--- src/rtl/board_io_ctrl.sv ---
// Board I/O conditioner: SoC reset sequencing from PLL lock, switch/button
// synchronise + debounce, and LED drive with global PWM dimming.
//
// state     | meaning
// WAIT_LOCK | SoC held in reset, waiting for synchronised PLL lock
// HOLD      | lock seen, counting RST_HOLD_CYCLES before releasing SoC
// RUN       | SoC released; loss of lock returns to WAIT_LOCK
module board_io_ctrl #(
    parameter int NUM_SW          = 16,
    parameter int NUM_BTN         = 1,
    parameter int NUM_LED         = 16,
    parameter int SYNC_STAGES     = 2,
    parameter int DEBOUNCE_CYCLES = 800000,
    parameter int RST_HOLD_CYCLES = 1024,
    parameter int PWM_W           = 8
) (
    input  logic               clk_i,
    input  logic               rst_i,
    input  logic               pll_locked_i,
    input  logic [NUM_SW-1:0]  sw_i,
    input  logic [NUM_BTN-1:0] btn_i,
    input  logic [NUM_LED-1:0] led_i,
    input  logic [PWM_W-1:0]   led_brightness_i,
    output logic               soc_rst_o,
    output logic [NUM_SW-1:0]  sw_o,
    output logic [NUM_BTN-1:0] btn_level_o,
    output logic [NUM_BTN-1:0] btn_press_o,
    output logic [NUM_LED-1:0] led_o
);

    localparam int NCH = NUM_SW + NUM_BTN;
    localparam int DCW = $clog2(DEBOUNCE_CYCLES + 1);
    localparam int HCW = $clog2(RST_HOLD_CYCLES + 1);
    localparam logic [DCW-1:0] DB_LAST   = DCW'(DEBOUNCE_CYCLES - 1);
    localparam logic [HCW-1:0] HOLD_LAST = HCW'(RST_HOLD_CYCLES - 1);

    typedef enum logic [1:0] {
        WAIT_LOCK = 2'd0,
        HOLD      = 2'd1,
        RUN       = 2'd2
    } state_t;

    logic [SYNC_STAGES-1:0] lock_sync;
    logic [NCH-1:0]         in_sync [SYNC_STAGES];
    logic                   lock_s;
    logic [NCH-1:0]         synced;

    always_ff @(posedge clk_i) begin
        if (rst_i) begin
            lock_sync <= '0;
            for (int s = 0; s < SYNC_STAGES; s++) in_sync[s] <= '0;
        end else begin
            lock_sync  <= {lock_sync[SYNC_STAGES-2:0], pll_locked_i};
            in_sync[0] <= {btn_i, sw_i};
            for (int s = 1; s < SYNC_STAGES; s++) in_sync[s] <= in_sync[s-1];
        end
    end

    assign lock_s = lock_sync[SYNC_STAGES-1];
    assign synced = in_sync[SYNC_STAGES-1];

    // Switches occupy the low channels, buttons the high ones.
    logic [NCH-1:0] stable;
    logic [NCH-1:0] accept;
    logic [DCW-1:0] db_cnt [NCH];

    always_comb begin
        accept = '0;
        for (int i = 0; i < NCH; i++)
            accept[i] = (synced[i] != stable[i]) && (db_cnt[i] == DB_LAST);
    end

    always_ff @(posedge clk_i) begin
        if (rst_i) begin
            stable      <= '0;
            btn_press_o <= '0;
            for (int i = 0; i < NCH; i++) db_cnt[i] <= '0;
        end else begin
            for (int i = 0; i < NCH; i++) begin
                if (synced[i] == stable[i]) begin
                    db_cnt[i] <= '0;
                end else if (accept[i]) begin
                    stable[i] <= synced[i];
                    db_cnt[i] <= '0;
                end else begin
                    db_cnt[i] <= db_cnt[i] + DCW'(1);
                end
            end
            btn_press_o <= accept[NCH-1:NUM_SW] & synced[NCH-1:NUM_SW];
        end
    end

    assign sw_o        = stable[NUM_SW-1:0];
    assign btn_level_o = stable[NCH-1:NUM_SW];

    state_t         state_q, state_d;
    logic [HCW-1:0] hold_q, hold_d;

    always_comb begin
        state_d = state_q;
        hold_d  = hold_q;
        case (state_q)
            WAIT_LOCK: begin
                if (lock_s) begin
                    state_d = HOLD;
                    hold_d  = '0;
                end
            end
            HOLD: begin
                if (!lock_s)
                    state_d = WAIT_LOCK;
                else if (hold_q == HOLD_LAST)
                    state_d = RUN;
                else
                    hold_d = hold_q + HCW'(1);
            end
            RUN: begin
                if (!lock_s) state_d = WAIT_LOCK;
            end
            default: state_d = WAIT_LOCK;
        endcase
    end

    // soc_rst_o follows the registered state, so it lags state entry by one edge.
    always_ff @(posedge clk_i) begin
        if (rst_i) begin
            state_q   <= WAIT_LOCK;
            hold_q    <= '0;
            soc_rst_o <= 1'b1;
        end else begin
            state_q   <= state_d;
            hold_q    <= hold_d;
            soc_rst_o <= (state_q != RUN);
        end
    end

    logic [PWM_W-1:0] pwm_cnt;
    logic             pwm_on;

    assign pwm_on = (&led_brightness_i) | (pwm_cnt < led_brightness_i);

    always_ff @(posedge clk_i) begin
        if (rst_i) begin
            pwm_cnt <= '0;
            led_o   <= '0;
        end else begin
            pwm_cnt <= pwm_cnt + PWM_W'(1);
            led_o   <= led_i & {NUM_LED{pwm_on & ~soc_rst_o}};
        end
    end

endmodule

--- config.mk ---
export PLATFORM = sky130hd
export DESIGN_NAME = board_io_ctrl
export DESIGN_NICKNAME = d
export VERILOG_FILES = /design/src/rtl/board_io_ctrl.sv
export SDC_FILE = /design/constraint.sdc
export NUM_CORES = 1
export LEC_CHECK = 0
export ABC_AREA = 1
export ABC_CLOCK_PERIOD_IN_PS = 1660
export BUFFER_PORTS_ARGS = -buffer_cell sky130_fd_sc_hd__buf_2
export CELL_PAD_IN_SITES_DETAIL_PLACEMENT = 0
export CELL_PAD_IN_SITES_GLOBAL_PLACEMENT = 1
export CORE_ASPECT_RATIO = 1.75
export CORE_MARGIN = 2
export CORE_UTILIZATION = 42
export CTS_CLUSTER_SIZE = 14
export DETAILED_ROUTE_END_ITERATION = 8
export PLACE_DENSITY = 0.8
export SLEW_MARGIN = 10
export SYNTH_ARGS = -nofsm -noshare
export SYNTH_HDL_FRONTEND = slang
export SYNTH_SLANG_ARGS = --single-unit
export TNS_END_PERCENT = 10
--- constraint.sdc ---
create_clock -name clk_i -period 1.66 [get_ports clk_i]
set_input_delay 0.083 -clock clk_i [delete_from_list [all_inputs] [get_ports clk_i]]
set_output_delay 0.083 -clock clk_i [all_outputs]
set_load 0.05 [all_outputs]
==> key figures <==
Min path
  – Worst Hold Depth: 8
  – Hold Path End: led_o[1]
  – HP Start: led_brightness_i[7]
  – Worst Hold Class: input port to register

Run status
  – Outcome: finished with violations
  – Failing checks: negative setup slack

Timing
  – Final worst path period need: 1.72 ns
  – Fmax achieved: 581 MHz
  – Slew Viols, Final: 0
  – Setup TNS: -0.112 ns
  – Setup Skew: 0.0167 ns
  – Final setup vio count: 9
  – Rel. slew slack: 0.559
  – Final period util: 1.04
  – Fin. Hold Viols: 0
  – Slew @ Worst Pin: 0.662 ns
  – Hold WS: 0.105 ns
  – RSZ-0062 raised after global routing: true
  – Setup ws final: -0.0611 ns

Routing
  – Wirelength per Cell: 12.2 µm
  – Post-route ant nets: 0
  – Routed via count: 20,500
  – DR iter-0 viols: 822
  – Final WL: 53,000 µm
  – Drt drc: 0
  – Vias per cell: 4.70
  – First drt pass iteration count: 7

Synth
  – Post-synth top flop: edfxtp_1
  – Sequential area share after synthesis: 0.506
  – Post-synth top area cell: edfxtp_1
  – FFs w/ async S/R, synth: 0
  – Area contributors post-synth: edfxtp_1, nand2_1, nor2_1, dfxtp_1, inv_1
  – FF+latch count, synth: 432
  – Post-synth EDFFs: 340
  – Most numerous cell in the Yosys netlist: nand2_1
  – Synth top area share: 0.429
  – Post-synth cell types: 42
  – Ys Warns: 0
  – Cells after synthesis: 2,929
  – Mean Syn Cell Area: 8.13 µm²
  – Post-synth top cells: nand2_1, nor2_1, inv_1
  – Mapped Area: 23,800 µm²

CTS
  – Clk slew on worst S/H paths: 0.06 ns
  – Root Buffer: clkbuf_16
  – H-tree depth: 2
  – CTS tree: yes
  – Clock buffer depth: 3
  – Worst skew pair latency: 0.59 ns
  – Clk sinks: 432
  – Total CTS buffers: 45

Floorplan
  – Effective utilization at floorplan: 0.425
  – Std cell rows: 115
  – Die height: 319 µm
  – Core ar.: 56,100 µm²
  – Die Wd: 184 µm
  – Io pins: 79
  – Die area: 58,700 µm²

Placed design
  – HPWL Detailed: 39,600 µm
  – GP Congestion: 0.875
  – Port buffer count: 78
  – Setup WS pre-CTS: -0.138 ns
  – Placed instance area: 27,900 µm²

Power
  – Leak: 12.6 nW
  – Power Density: 793 nW/µm²
  – Worst vdd ir: 754 µV

Critical path
  – CP dominant cell by count: nor2_4
  – Worst EP required: 1.99 ns
  – Critical Path Fanout Max: 5
  – CP Data Arrival Time: 2.06 ns
  – Critical Path Max Stage Delay: 0.37 ns
  – Critical Path, Cell by Cell: ha_2 -> nand2_4 -> nor2_4 -> nand3_2 -> buf_6 -> nor2_4 -> nand2_2 -> xor2_1 -> nor2_1
  – Critical Path Sink Type: register
  – Reg2reg end: db_cnt[7][12]
  – Startpoint Class: register
  – Worst R2R Setup Slack: -0.06 ns
  – CP max stage cell: edfxtp_1
  – Worst reg-to-reg path cell count: 9
  – Crit Path Category: register to register
  – RR Startpoint: db_cnt[7][0]

Job
  – Max Cap Viol: 0

Global route
  – Initial antenna violation count: 0
  – GRT Residual Overflow: 0
  – Largest net degree at the start of global routing: 45
  – Number of global-route vias before repair: 20,400
  – Total track usage: 0.180
  – First-pass GRT wire length: 88,300 µm

Finish
  – Diodes inserted: 0
  – P&R area growth vs syn: 27.5%
  – Final net count: 3,691
  – Finished Cell Area: 30,400 µm²
  – Share of cells above drive strength 1: 0.154
critical path: cells and delay by family (launching register included):
kind,cells,cell delay [ns]
XOR/XNOR,1,0.16
adder cells (fa/ha/maj),1,0.22
buffers and inverters,1,0.14
flip-flops,1,0.37
AND/OR/NAND/NOR,6,0.58
final cells by class:
cell class,count,area [µm²]
Timing Repair Buffer,340,2650
Inverter,379,1430
Multi-Input combinational cell,2423,11900
Clock inverter,15,171
Tap cell,702,878
Clock buffer,65,1280
Fill cell,5319,25700
Sequential cell,432,12100
per-layer routing:
| metal | wire [µm] | vias to the layer above | part of all wire | GRT usage |
|---|---|---|---|---|
| li1 | - | 10600 | - | - |
| met1 | 20300 | 9507 | 0.38 | 0.180 |
| met2 | 29600 | 243 | 0.56 | 0.362 |
| met3 | 1420 | 119 | 0.027 | 0.0235 |
| met4 | 1720 | 0 | 0.032 | 0.0759 |
| met5 | 0 | - | 0 | 0 |
kinds of logic (layout without fill, tap and decap cells):
| group | count (synthesis) | after routing | share of synthesized area |
|---|---|---|---|
| xor+xnor | 130 | 130 | 0.0478 |
| compound gates | 226 | 226 | 0.0528 |
| other cells | 1 | 340 | 0.000157 |
| buf+inv | 416 | 799 | 0.0722 |
| flops | 432 | 432 | 0.506 |
| fa+ha+maj | 26 | 26 | 0.0137 |
| simple gates | 1698 | 1701 | 0.308 |
sequential cells by signal (all words and copies together), names as in the netlist:
| signal | flops |
|---|---|
| led_o | 16 |
| hold_q | 11 |
| btn_press_o | 1 |
| state_q | 2 |
| pwm_cnt | 8 |
| lock_sync | 2 |
| soc_rst_o | 1 |
| db_cnt | 340 |
| stable | 17 |
| in_sync | 34 |
report_power, final:
group / total [mW] / leakage (nW) / switching [mW] / internal, mW
Combinational: 1.48 / 7.67 / 0.893 / 0.585
Clock: 10.2 / 0.710 / 4.26 / 5.95
Sequential: 12.4 / 4.26 / 0.326 / 12.1
worst max-delay path by stage:
stage,from,end,slack (ns)
global placement,db_cnt[3][0],db_cnt[3][12],-0.04
detailed placement,db_cnt[7][0],db_cnt[7][12],-0.14
CTS,db_cnt[7][0],db_cnt[7][12],-0.05
global route,db_cnt[3][0],db_cnt[3][16],-0.16
finish,db_cnt[7][0],db_cnt[7][12],-0.06
floorplan,db_cnt[12][0],db_cnt[12][12],0.003
metrics by stage:
step           total power, mW  cells  utilization
6_report                  24.1   4356        0.541
5_1_grt                   25.1   4356        0.541
4_1_cts                   24.4   4347        0.531
3_5_place_dp              13.9   4229        0.497
3_3_place_gp              13.9   4229        0.497
2_1_floorplan             13.4   3268            -
placed cells by master, fill, tap and decap left out, types with 6 or more instances in the layout:
cell type and count:
nand4_1 68, nor3_4 6, clkbuf_1 12, or2_2 13, xnor2_1 31, nor3_2 26, nand3_2 13, buf_6 8
nor2_2 26, nand2_1 645, nand3_1 160, inv_2 9, o21ai_0 53, conb_1 340, nor3_1 138, nand3b_1 12
ha_2 10, clkbuf_8 8, nor2_4 21, a21oi_1 139, buf_12 14, dfxtp_1 91, edfxtp_1 340, ha_1 16
inv_1 368, nand2_4 10, a21oi_2 10, xor2_1 99, nor2_1 515, dlygate4sd3_1 35, buf_2 78, o21bai_4 8
or2_0 7, clkbuf_16 45, nand2_2 26, buf_4 205
repair_timing:
action,CTS,global route
setup buffers,2,7
hold buffers,35,0
hold endpoints to repair,38,0
gates cloned,1,2
gates resized for setup,27,129
pin swaps,6,22
endpoints found under the setup margin,118,353
Note: power is estimated with default switching activity, not from simulation.
